## config.mk

```make
export PLATFORM = sky130hd
export DESIGN_NAME = rmt_dest_demux
export DESIGN_NICKNAME = d
export VERILOG_FILES = /design/src/rtl/rmt_dest_demux.sv
export SDC_FILE = /design/constraint.sdc
export NUM_CORES = 2
export LEC_CHECK = 0
export BUFFER_PORTS_ARGS = -buffer_cell sky130_fd_sc_hd__buf_2
export CELL_PAD_IN_SITES_DETAIL_PLACEMENT = 0
export CELL_PAD_IN_SITES_GLOBAL_PLACEMENT = 2
export CORE_AREA = 2 2 721 723
export CTS_CLUSTER_SIZE = 12
export DETAILED_ROUTE_END_ITERATION = 10
export DIE_AREA = 0 0 723 725
export PLACE_DENSITY = 0.3
export REMOVE_ABC_BUFFERS = 1
export SETUP_SLACK_MARGIN = 0.02
export SKIP_CTS_REPAIR_TIMING = 1
export SLEW_MARGIN = 15
export SYNTH_ARGS = -nofsm -noshare
export SYNTH_HDL_FRONTEND = slang
export SYNTH_SLANG_ARGS = --single-unit
```

## constraint.sdc

```tcl
create_clock -name clk -period 2.8 [get_ports clk]
set_input_delay 0.14 -clock clk [delete_from_list [all_inputs] [get_ports clk]]
set_output_delay 0.14 -clock clk [all_outputs]
set_load 0.02 [all_outputs]
```

## src/rtl/rmt_dest_demux.sv

```systemverilog
// rmt_dest_demux: AXI-Stream frame demultiplexer. The first beat of each frame
// selects an output port through tdest; the rest of the frame follows it.
// Frames aimed at a port that does not exist are swallowed and counted.
// Each output port has a single registered beat buffer.
module rmt_dest_demux #(
    parameter int DATA_WIDTH = 512,
    parameter int KEEP_WIDTH = DATA_WIDTH/8,
    parameter int USER_WIDTH = 8,
    parameter int DEST_WIDTH = 2,
    parameter int M_COUNT    = 2
) (
    input  logic                           clk,
    input  logic                           rst_n,
    input  logic [DATA_WIDTH-1:0]          s_axis_tdata,
    input  logic [KEEP_WIDTH-1:0]          s_axis_tkeep,
    input  logic                           s_axis_tvalid,
    output logic                           s_axis_tready,
    input  logic                           s_axis_tlast,
    input  logic [USER_WIDTH-1:0]          s_axis_tuser,
    input  logic [DEST_WIDTH-1:0]          s_axis_tdest,
    output logic [M_COUNT*DATA_WIDTH-1:0]  m_axis_tdata,
    output logic [M_COUNT*KEEP_WIDTH-1:0]  m_axis_tkeep,
    output logic [M_COUNT-1:0]             m_axis_tvalid,
    input  logic [M_COUNT-1:0]             m_axis_tready,
    output logic [M_COUNT-1:0]             m_axis_tlast,
    output logic [M_COUNT*USER_WIDTH-1:0]  m_axis_tuser,
    output logic [31:0]                    drop_count,
    output logic [M_COUNT*32-1:0]          frame_count
);

    typedef enum logic [1:0] {IDLE, FWD, DROP} state_t;

    state_t                  state, state_nxt;
    logic [DEST_WIDTH-1:0]   dest_lock;
    logic [DEST_WIDTH-1:0]   tgt;
    logic                    rst_done;
    logic                    in_range;
    logic                    port_ok;
    logic                    rdy;
    logic                    fwd_beat;
    logic                    drop_first;
    logic [M_COUNT-1:0]      load;

    logic [DATA_WIDTH-1:0]   data_p1 [M_COUNT];
    logic [KEEP_WIDTH-1:0]   keep_p1 [M_COUNT];
    logic [USER_WIDTH-1:0]   user_p1 [M_COUNT];
    logic [M_COUNT-1:0]      last_p1;
    logic [M_COUNT-1:0]      vld_p1;
    logic [31:0]             frame_cnt [M_COUNT];

    // A tdest value only names a real port when it is below M_COUNT.
    assign in_range = (32'(s_axis_tdest) < 32'(M_COUNT));

    // While waiting for a frame start the live tdest picks the port; mid-frame the latched one does.
    assign tgt = (state == IDLE) ? s_axis_tdest : dest_lock;

    // Ready from the target port: its buffer is empty or is being drained this cycle.
    always_comb begin
        port_ok = 1'b0;
        for (int i = 0; i < M_COUNT; i++) begin
            if (tgt == DEST_WIDTH'(i)) port_ok = !vld_p1[i] || m_axis_tready[i];
        end
    end

    // Next-state and handshake decode; rdy never looks at s_axis_tvalid.
    always_comb begin
        state_nxt  = state;
        rdy        = 1'b0;
        fwd_beat   = 1'b0;
        drop_first = 1'b0;
        case (state)
            IDLE: begin
                rdy = rst_done && (!in_range || port_ok);
                if (s_axis_tvalid && rdy) begin
                    if (in_range) begin
                        fwd_beat  = 1'b1;
                        state_nxt = s_axis_tlast ? IDLE : FWD;
                    end else begin
                        drop_first = 1'b1;
                        state_nxt  = s_axis_tlast ? IDLE : DROP;
                    end
                end
            end
            FWD: begin
                rdy = rst_done && port_ok;
                if (s_axis_tvalid && rdy) begin
                    fwd_beat = 1'b1;
                    if (s_axis_tlast) state_nxt = IDLE;
                end
            end
            DROP: begin
                rdy = rst_done;
                if (s_axis_tvalid && rdy && s_axis_tlast) state_nxt = IDLE;
            end
            default: state_nxt = IDLE;
        endcase
    end

    assign s_axis_tready = rdy;

    // Per-port load strobe for the beat being forwarded this cycle.
    always_comb begin
        load = '0;
        for (int i = 0; i < M_COUNT; i++) begin
            load[i] = fwd_beat && (tgt == DEST_WIDTH'(i));
        end
    end

    // Frame state, latched destination, and the one-cycle post-reset hold-off on ready.
    always_ff @(posedge clk or negedge rst_n) begin
        if (!rst_n) begin
            state     <= IDLE;
            dest_lock <= '0;
            rst_done  <= 1'b0;
        end else begin
            state    <= state_nxt;
            rst_done <= 1'b1;
            if (state == IDLE && fwd_beat) dest_lock <= s_axis_tdest;
        end
    end

    // ---- stage p1: per-port output buffers (load wins over drain, so refill has no bubble) ----
    always_ff @(posedge clk or negedge rst_n) begin
        if (!rst_n) begin
            vld_p1  <= '0;
            last_p1 <= '0;
            for (int i = 0; i < M_COUNT; i++) begin
                data_p1[i] <= '0;
                keep_p1[i] <= '0;
                user_p1[i] <= '0;
            end
        end else begin
            for (int i = 0; i < M_COUNT; i++) begin
                if (load[i]) begin
                    vld_p1[i]  <= 1'b1;
                    data_p1[i] <= s_axis_tdata;
                    keep_p1[i] <= s_axis_tkeep;
                    user_p1[i] <= s_axis_tuser;
                    last_p1[i] <= s_axis_tlast;
                end else if (m_axis_tready[i]) begin
                    vld_p1[i] <= 1'b0;
                end
            end
        end
    end

    // Frame and drop statistics; both wrap naturally at 32 bits.
    always_ff @(posedge clk or negedge rst_n) begin
        if (!rst_n) begin
            drop_count <= '0;
            for (int i = 0; i < M_COUNT; i++) frame_cnt[i] <= '0;
        end else begin
            if (drop_first) drop_count <= drop_count + 32'd1;
            for (int i = 0; i < M_COUNT; i++) begin
                if (load[i] && s_axis_tlast) frame_cnt[i] <= frame_cnt[i] + 32'd1;
            end
        end
    end

    assign m_axis_tvalid = vld_p1;
    assign m_axis_tlast  = last_p1;

    for (genvar g = 0; g < M_COUNT; g++) begin : g_out
        assign m_axis_tdata[g*DATA_WIDTH +: DATA_WIDTH] = data_p1[g];
        assign m_axis_tkeep[g*KEEP_WIDTH +: KEEP_WIDTH] = keep_p1[g];
        assign m_axis_tuser[g*USER_WIDTH +: USER_WIDTH] = user_p1[g];
        assign frame_count[g*32 +: 32]                  = frame_cnt[g];
    end

endmodule

```

==> results list <==
* Predominant post-synthesis flop cell: sky130_fd_sc_hd__dfrtp_1
- In this run the mean area of a mapped cell was 17.30 µm².
- GRT overflow: 0
- Avg WL per Cell: approximately 28 µm
- Setup violations remaining at the end of the flow were counted as 117.
- Largest net degree at the start of global routing: 92
- Synthesis produced a netlist whose cell count is a little under 3000.
* Crit share post-route: 1.025
- Summed over all layers, the routed wires come to 361000 µm.
- Relative to the synthesized area, the layout overhead comes to 63.48%.
- Of the total power, registers draw 0.326.
- Clock skew on the completed layout was measured at approximately 0.11 ns.
- Final hold analysis gives a worst-case slack of about 0.053 ns.
- Async S/R FF share, synth: 1.000
* Total clock sinks: 1273
- The final count of hold timing violations is 0.
* Vias in the first global route: around 37000
- Internal power comes to approximately 0.057 W.
- Detailed router's first-iteration violation count: between 1500 and 2000
- Number of violations of the max-capacitance limit: 0
* Number of search-and-repair iterations in the first detailed-routing pass: 4
- Most numerous cell types in the synthesized netlist: sky130_fd_sc_hd__dfrtp_1 (1273), sky130_fd_sc_hd__mux2_2 (624), sky130_fd_sc_hd__mux2_4 (549)
* Number of enable-type register cells in the synthesized netlist: 0
- Critical path required time: roughly 3.5 ns
- Post-synthesis cell type with the largest combined area: sky130_fd_sc_hd__dfrtp_1
- VDD sags by at most about 490 µV.
- Number of distinct library cells after synthesis: between 40 and 50
- The die covers around 520000 µm².
- The floorplan step set the die height to approximately 730 µm.
- TritonCTS clock tree: built
- Top achievable clock speed: 0.3485 GHz
- Initial Util: 0.09796
* Setup repair after global routing missed its margin: true
- At the end of the flow, the number of nets in the layout was ~6300.
* Number of buffers created by CTS: about 180
- On the critical path, the stage with the largest delay is an instance of sky130_fd_sc_hd__or4_4.
- Worst-case setup margin in the final layout: -0.06930 ns
* Floorplan die width: 723 µm
* Switch share: 0.4220
- After detailed routing, the number of remaining DRC violations is 0.
* Cell type with the highest occurrence count on the critical path: sky130_fd_sc_hd__buf_12
* Headroom to the max-slew limit: 0.5333
- Global-route met3 utilization: 0.06383
- Register Area: roughly 32000 µm²
- In the global route stage, overall resource usage came out at 0.1306.
- Clock root buffer master: sky130_fd_sc_hd__clkbuf_16
- Combined area of the multi-input logic cells: 17510 µm²
- Top Usage Layer GRT: met2
* Stage delay of the slowest cell on the critical path: approximately 0.54 ns
* Max Slew Vio Count: 0
- Of the cells placed in the final design, the portion with a size suffix greater than 1 is 0.6002.
- Number of vias per cell: about 3.0
* Tmin final: approximately 2.9 ns
- After synthesis the netlist holds a flip-flop and latch count of between 1000 and 1500.
- Summed over all nets, the switching power comes to between 0.04 and 0.05 W.
- Grt met1 use: 0.1481
* Share of the yosys chip area belonging to registers: 0.6302
- Post-Place Worst Slack: around 0.024 ns
- The flow ran to the end, but the final reports show violations.
* Most frequent cell after synthesis: sky130_fd_sc_hd__dfrtp_1
- Clock network latency to the later pin of the worst-skew pair: about 0.92 ns
- Global placement routability congestion: 0.8507
- The filler cells instantiated in the layout total between 50000 and 60000.
- The clock tree synthesis step divided the H-tree into 4 levels.
- At the pin with the least slew margin, the transition time is around 0.70 ns.
- Once detailed placement completed, the half-perimeter wirelength came to a little under 300000 µm.
* Core region area: 516000 µm²
- Comb pwr share: 0.439
- Number of nets with antenna violations after detailed routing: 0
- Crit end category: flop
* Data arrival time of the critical path: roughly 3.6 ns
- Synthesis warning total: 0
* Path class of the lowest-slack min-delay path: in2reg
* Via count of the routed design: roughly 38000
* IO Pins: around 1900
* Clk slew on worst S/H paths: about 0.06 ns
- Violations in the final reports: negative setup slack
* Fraction of power consumed by the clock network: 0.235
- Power density normalized to cell area: between 1000 and 1500 nW/µm²
- Yosys attributes the largest share of cell area to sky130_fd_sc_hd__dfrtp_1 (63%), sky130_fd_sc_hd__mux2_4 (16%), sky130_fd_sc_hd__mux2_2 (14%).
* Critical path's top delay family: simple AND/OR/NAND/NOR gates
- Walking the worst path, the cells encountered are or4_4 -> o31ai_4 -> buf_4 -> a21oi_2 -> or2_4 -> buf_12 -> buf_12 -> mux2_4.
- Input and output buffers added on the ports amount to about 1900.
* Worst Path Max Fanout: 36
- Of the post-synthesis cell area, the dominant cell type holds 0.6302.
- The analysis attributes to cell leakage a power of approximately 40 nW.
* Post-Syn Area: ~50000 µm²
- Row generation in the floorplan step produced about 260 rows.
- Buffers plus inverters on the worst setup path: 3
- Counting along the longest clock path gives a buffer depth of 4.
- The critical path in this run is classified as reg2reg.
- Crit path launch type: flop
- The initial antenna violation count was 242.
- GRT met2 Usage: 0.2224
* Wire length of the first global-routing pass: around 450000 µm
-- cell families (layout without fill, tap and decap cells) --
group	count (synthesis)	after routing	synth area share
adders and majority gates	3	3	0.0007427
AOI/OAI and AO/OA	10	10	0.001708
buffers and inverters	146	3041	0.02446
muxes	1173	1173	0.3021
and+or+nand+nor	222	222	0.02456
other	1	92	0.00007419
xor gates and xnor gates	93	93	0.01612
DFF	1273	1273	0.6302
-- metrics by stage --
stage | area (µm²) | TNS, ns | std cells | power, W | util
6_report | 82630 | -3.572 | 12823 | 0.09876 | 0.1602
3_5_place_dp | 69040 | 0 | 11703 | 0.07549 | 0.1338
4_1_cts | 74790 | -1.690 | 12022 | 0.09985 | 0.1450
3_3_place_gp | 69040 | 0 | 11703 | 0.07542 | 0.1338
2_1_floorplan | 49330 | - | 2782 | 0.05511 | -
5_1_grt | 82510 | -9.317 | 12773 | 0.1037 | 0.1599
-- worst min-delay path, cell delays in order --
cell and delay, ns:
sky130_fd_sc_hd__dlygate4sd3_1 0.52, sky130_fd_sc_hd__buf_2 0.11, sky130_fd_sc_hd__mux2_2 0.13
-- layout by cell type, fill, tap and decap left out, types with 4 or more instances in the layout --
cell type / netlist / routed
sky130_fd_sc_hd__and4_1: 9 / 9
sky130_fd_sc_hd__dfrtp_1: 1273 / 1273
sky130_fd_sc_hd__mux2_2: 624 / 619
sky130_fd_sc_hd__inv_1: 7 / 7
sky130_fd_sc_hd__inv_16: 0 / 4
sky130_fd_sc_hd__buf_4: 55 / 87
sky130_fd_sc_hd__xor2_1: 70 / 70
sky130_fd_sc_hd__nor4_1: 26 / 26
sky130_fd_sc_hd__xnor2_1: 23 / 23
sky130_fd_sc_hd__clkbuf_16: 0 / 197
sky130_fd_sc_hd__clkinv_2: 0 / 26
sky130_fd_sc_hd__clkinv_16: 0 / 4
sky130_fd_sc_hd__nand2_1: 36 / 36
sky130_fd_sc_hd__clkbuf_1: 8 / 58
sky130_fd_sc_hd__nor2_1: 22 / 22
sky130_fd_sc_hd__buf_8: 0 / 5
sky130_fd_sc_hd__buf_2: 13 / 1858
sky130_fd_sc_hd__nand3_1: 31 / 31
sky130_fd_sc_hd__and3_1: 9 / 9
sky130_fd_sc_hd__clkbuf_8: 0 / 35
sky130_fd_sc_hd__buf_16: 0 / 12
sky130_fd_sc_hd__dlygate4sd3_1: 0 / 676
sky130_fd_sc_hd__nor4b_1: 10 / 10
sky130_fd_sc_hd__buf_6: 62 / 15
sky130_fd_sc_hd__nor3_1: 28 / 28
sky130_fd_sc_hd__nand4_1: 26 / 26
sky130_fd_sc_hd__mux2_4: 549 / 554
sky130_fd_sc_hd__buf_12: 0 / 48
sky130_fd_sc_hd__diode_2: 0 / 91
-- metal layers --
metal | vias to the layer above | wire (µm)
met3 | 514 | 31550
met2 | 1542 | 173100
met4 | 76 | 7685
met5 | - | 507
li1 | 16069 | -
met1 | 19728 | 148100
-- path summary, 6_finish.rpt --
check / startpoint / to / slack, ns / cells past startpoint
max: state[1] / m_axis_tdata[757] / -0.07 / 8
min: s_axis_tdata[195] / m_axis_tdata[195] / 0.05 / 3
min in group asynchronous: rst_n / m_axis_tdata[565] / 0.17 / 3
min reg2reg: drop_count[31] / drop_count[31] / 0.47 / 1
max in group asynchronous: rst_n / m_axis_tdata[679] / 1.68 / 3
max reg2reg: state[1] / m_axis_tdata[757] / -0.07 / 8
-- power groups by stage --
stage / Combinational [W] / Clock (W) / Sequential (W)
finish: 0.0434 / 0.0232 / 0.0322
global placement: 0.0430 / 0 / 0.0324
global route: 0.0453 / 0.0250 / 0.0333
CTS: 0.0431 / 0.0244 / 0.0323
detailed placement: 0.0430 / 0 / 0.0325
floorplan: 0.0135 / 0 / 0.0416
-- state kept, by name (all words and copies together), names as in the netlist --
signal         cells
m_axis_tdata    1024
m_axis_tkeep     128
frame_count       64
drop_count        32
m_axis_tuser      16
dest_lock          2
m_axis_tlast       2
m_axis_tvalid      2
state              2
rst_done           1
-- cell type report --
cell class / count / share of cell area
sequential: 1273 / 0.3855
timing repair buffer: 2715 / 0.2251
multi-input combinational: 1502 / 0.2119
tap: 6916 / 0.1047
clock buffer: 276 / 0.06388
clock inverter: 43 / 0.005709
antenna: 91 / 0.002756
inverter: 7 / 0.0003180
Power figures use the tool's default switching activity.
